[src/rtl/clkgate_ctrl.sv]
// Always-on controller for an ICG enable: opens the gate on request, reports
// a stable gated clock after a wake delay, and closes it after an idle timeout.
module clkgate_ctrl #(
  parameter int WAKE_CYCLES = 2,
  parameter int IDLE_CYCLES = 16,
  parameter int WCNT_W      = $clog2(WAKE_CYCLES + 1),
  parameter int ICNT_W      = $clog2(IDLE_CYCLES + 1)
) (
  input  logic              CLK,
  input  logic              RN,
  input  logic              REQ,
  input  logic              BUSY,
  input  logic              FORCE_ON,
  output logic              GATE_EN,
  output logic              ACK,
  output logic [1:0]        STATE,
  output logic [ICNT_W-1:0] IDLE_CNT
);

  typedef enum logic [1:0] {
    S_OFF   = 2'd0,
    S_WAKE  = 2'd1,
    S_ON    = 2'd2,
    S_DRAIN = 2'd3
  } state_t;

  localparam logic [WCNT_W-1:0] WAKE_LAST = WCNT_W'(WAKE_CYCLES - 1);
  localparam logic [ICNT_W-1:0] IDLE_LAST = ICNT_W'(IDLE_CYCLES - 1);

  state_t              state_q, state_d;
  logic [WCNT_W-1:0]   wcnt_q, wcnt_d;
  logic [ICNT_W-1:0]   idle_cnt_q, idle_cnt_d;
  logic                gate_en_q, gate_en_d;
  logic                ack_q, ack_d;
  logic                wake_req;
  logic                act;

  assign wake_req = REQ | FORCE_ON;
  assign act      = REQ | BUSY | FORCE_ON;

  // State register; enables and counters are all flops so outputs are glitch-free.
  always_ff @(posedge CLK or negedge RN) begin
    if (!RN) begin
      state_q    <= S_OFF;
      wcnt_q     <= '0;
      idle_cnt_q <= '0;
      gate_en_q  <= 1'b0;
      ack_q      <= 1'b0;
    end else begin
      state_q    <= state_d;
      wcnt_q     <= wcnt_d;
      idle_cnt_q <= idle_cnt_d;
      gate_en_q  <= gate_en_d;
      ack_q      <= ack_d;
    end
  end

  // Next-state and counter updates.
  always_comb begin
    state_d    = state_q;
    wcnt_d     = wcnt_q;
    idle_cnt_d = idle_cnt_q;
    case (state_q)
      S_OFF: begin
        wcnt_d     = '0;
        idle_cnt_d = '0;
        if (wake_req) state_d = S_WAKE;
      end
      S_WAKE: begin
        if (wcnt_q == WAKE_LAST) begin
          state_d    = S_ON;
          idle_cnt_d = '0;
        end else begin
          wcnt_d = wcnt_q + WCNT_W'(1);
        end
      end
      S_ON: begin
        if (act) begin
          idle_cnt_d = '0;
        end else if (idle_cnt_q == IDLE_LAST) begin
          state_d    = S_DRAIN;
          idle_cnt_d = '0;
        end else begin
          idle_cnt_d = idle_cnt_q + ICNT_W'(1);
        end
      end
      S_DRAIN: begin
        idle_cnt_d = '0;
        state_d    = act ? S_ON : S_OFF;
      end
      default: state_d = S_OFF;
    endcase
  end

  // Registered outputs are decoded from the state being entered.
  always_comb begin
    gate_en_d = (state_d != S_OFF);
    ack_d     = (state_d == S_ON);
  end

  assign GATE_EN  = gate_en_q;
  assign ACK      = ack_q;
  assign STATE    = state_q;
  assign IDLE_CNT = idle_cnt_q;

endmodule

[config.mk]
export PLATFORM = sky130hd
export DESIGN_NAME = clkgate_ctrl
export DESIGN_NICKNAME = d
export VERILOG_FILES = /design/src/rtl/clkgate_ctrl.sv
export SDC_FILE = /design/constraint.sdc
export NUM_CORES = 1
export LEC_CHECK = 0
export ABC_AREA = 1
export BUFFER_PORTS_ARGS = -buffer_cell sky130_fd_sc_hd__buf_2
export CORE_AREA = 2 2 39 41
export CTS_BUF_LIST = sky130_fd_sc_hd__clkbuf_16
export CTS_CLUSTER_DIAMETER = 200
export DETAILED_ROUTE_END_ITERATION = 6
export DIE_AREA = 0 0 41 43
export PLACE_DENSITY_LB_ADDON = 0.3
export SKIP_CTS_REPAIR_TIMING = 1
export SLEW_MARGIN = 20
export SYNTH_ARGS = -nofsm -noshare
export SYNTH_HDL_FRONTEND = slang
export SYNTH_SLANG_ARGS = --single-unit
[constraint.sdc]
create_clock -name CLK -period 2.9 [get_ports CLK]
set_input_delay 0.58 -clock CLK [delete_from_list [all_inputs] [get_ports CLK]]
set_output_delay 0.58 -clock CLK [all_outputs]
set_load 0.05 [all_outputs]
==> out/metrics.cfg <==
[global_route]
grt.total_usage = 0.140
grt_pass1_vias = 386
antenna_found_initial = 0
grt_max_degree = 12
grt_overflow = 0
grt_pass1_wl_um = 1600

[logic_synthesis]
yosysMostFrequentCell = nand2_1
ys_seq_area_frac = 0.491
synth_cell_types = 18
synth_fp_nets = 71
synth_top_area_cell = dfrtp_1
ys_top_cells_by_area = dfrtp_1 (49%), nand2_1 (10%), ha_1 (4.5%)
ys_async_sr_fraction = 1.00
synth_commonest_cells = nand2_1 (15), dfrtp_1 (11), inv_1 (6), nor2_1 (6)
synthFlopType = dfrtp_1
synth_top_area_share = 0.491
synth_area_um2 = 561
yosys_warnings = 0
avgSynthCellArea_um2 = 8.76
synth_edf_count = 0
ys_ff_latch = 11
syn_inst = 64

[timing]
rsz0062_at_grt = false
slew-limit-headroom = 0.824
tightest_slew_ns = 0.263
hold_viol = 0
fmax_mhz = 650
drv_slew = 0
skew_ns = 0.000371
setup_viol = 0
fin_crit_sh = 0.530
tns_ns = 0
period_needed_ns = 1.54

[job]
drv_cap = 0

[drt]
drtIter0Drc = 0
via_per_inst = 4.69
wl_per_cell_um = 10.1
remaining_drc_errors = 0
wl_um = 970
drt_pass1_iterations = 1
vias = 450
detail-route-antenna-nets = 0

[critical_path]
slowest_stage = dfrtp_1
reg2reg_depth = 4
r2r_start = wcnt_q[0]$_DFFE_PN0P_
path_class = reg -> out
worstPathArrival_ns = 0.96
crit_fanout = 6
cp_num_buf_inv = 1
rrSetupSlack_ns = 1.56
crit_family = flip-flops
r2r-end = IDLE_CNT[2]$_DFFE_PN0P_
path_cells = buf_2
required_ns = 2.32
crit_path_start_kind = flop
slowest_delay_ns = 0.42
end_kind = primary output

[floorplanning]
num_rows = 14
die-width_um = 41
coreArea_um2 = 1380
fp.dieArea_um2 = 1760
io_pins = 14
initial_core_util = 0.405
die_y_um = 43

[placement]
dp_cells = 92
io_buffers = 13
gp_congestion = 0.673
hpwl_um = 732

[min_path]
worstHoldPathType = in -> async

[outcome]
outcome = completed

[clock_network]
clkSlewWorstSetupHoldPaths_ns = 0.04
clock_latency_ns = 0.24
numClockSinks = 11
numCtsBuffers = 3
clock-root-buffer = clkbuf_16
cts_max_level = 1
cts_tree = done
clockBufferDepth = 2

[pwr]
p_leak_nw = 0.363
ir_drop_v = 0.000303
power_density_nw_per_um2 = 590

[finish]
area_growth_pct = 27.2
drive_above_1_share = 0.325
fin_util = 0.515
antenna_cells = 0
nNetsFinal = 88
fin_cells = 96

worst max-delay path by stage:
stage / cells past startpoint / slack, ns / endpoint / start
after floorplan: 6 / 1.40 / IDLE_CNT[3]$_DFFE_PN0P_ / IDLE_CNT[1]$_DFFE_PN0P_
after global placement: 7 / 1.54 / ACK$_DFF_PN0_ / REQ
after detailed placement: 7 / 1.52 / ACK$_DFF_PN0_ / REQ
after CTS: 1 / 1.35 / STATE[0] / STATE[0]$_DFF_PN0_
after global routing: 1 / 1.33 / STATE[0] / STATE[0]$_DFF_PN0_
final: 1 / 1.36 / STATE[0] / STATE[0]$_DFF_PN0_
flip-flops by register name (all words and copies together) (netlist names):
register	cells
IDLE_CNT	5
STATE	2
wcnt_q	2
ACK	1
GATE_EN	1
power breakdown:
part / leakage, nW / internal [W] / switching [W]
Combinational: 0.183 / 0.00000681 / 0.0000116
Sequential: 0.137 / 0.000156 / 0.00000158
Clock: 0.0423 / 0.000181 / 0.0000643
Total: 0.363 / 0.000344 / 0.0000775
cells by family (layout without fill, tap and decap cells):
group / Yosys count / after routing / share of synthesized area
buf+inv: 9 / 25 / 0.0737
compound gates: 6 / 6 / 0.0603
flops: 11 / 11 / 0.491
simple gates: 35 / 35 / 0.313
fa+ha+maj: 2 / 2 / 0.0446
mux: 1 / 1 / 0.0179
layer usage:
layer,track usage,vias to the layer above,part of all wire
met5,0,-,0
met4,0.100,0,0.018
met3,0.0314,4,0.057
met2,0.206,11,0.49
met1,0.171,199,0.43
li1,-,236,-
placed cells by master (no fill, tap or decap):
master / instances
a21oi_1: 4
inv_1: 7
nand3b_1: 1
nand3b_2: 1
ha_1: 2
mux2i_1: 1
nand3_2: 2
nand3_1: 4
nor2_1: 6
nand2_2: 1
o22ai_1: 1
nor2_2: 4
nand4_1: 1
inv_2: 2
nand2_1: 15
buf_2: 13
a21boi_1: 1
dfrtp_1: 11
clkbuf_16: 3
per-stage QoR:
stage / power, W / hold WS, ns / setup WS [ns] / instance area, µm²
floorplan: 0.000171 / 0.284 / 1.40 / 561
global placement: 0.000178 / 0.462 / 1.54 / 634
detailed placement: 0.000179 / 0.460 / 1.52 / 634
CTS: 0.000427 / 0.211 / 1.35 / 713
global route: 0.000436 / 0.227 / 1.33 / 713
finish: 0.000421 / 0.203 / 1.36 / 713
final cells by class:
class	count	area, µm²
clock buffer	3	75.1
sequential	11	275
clock inverter	1	3.75
fill	133	671
inverter	8	30.0
timing repair buffer	13	65.1
multi-input combinational	44	244
tap	16	20.0
(Power assumes the default switching activity.)
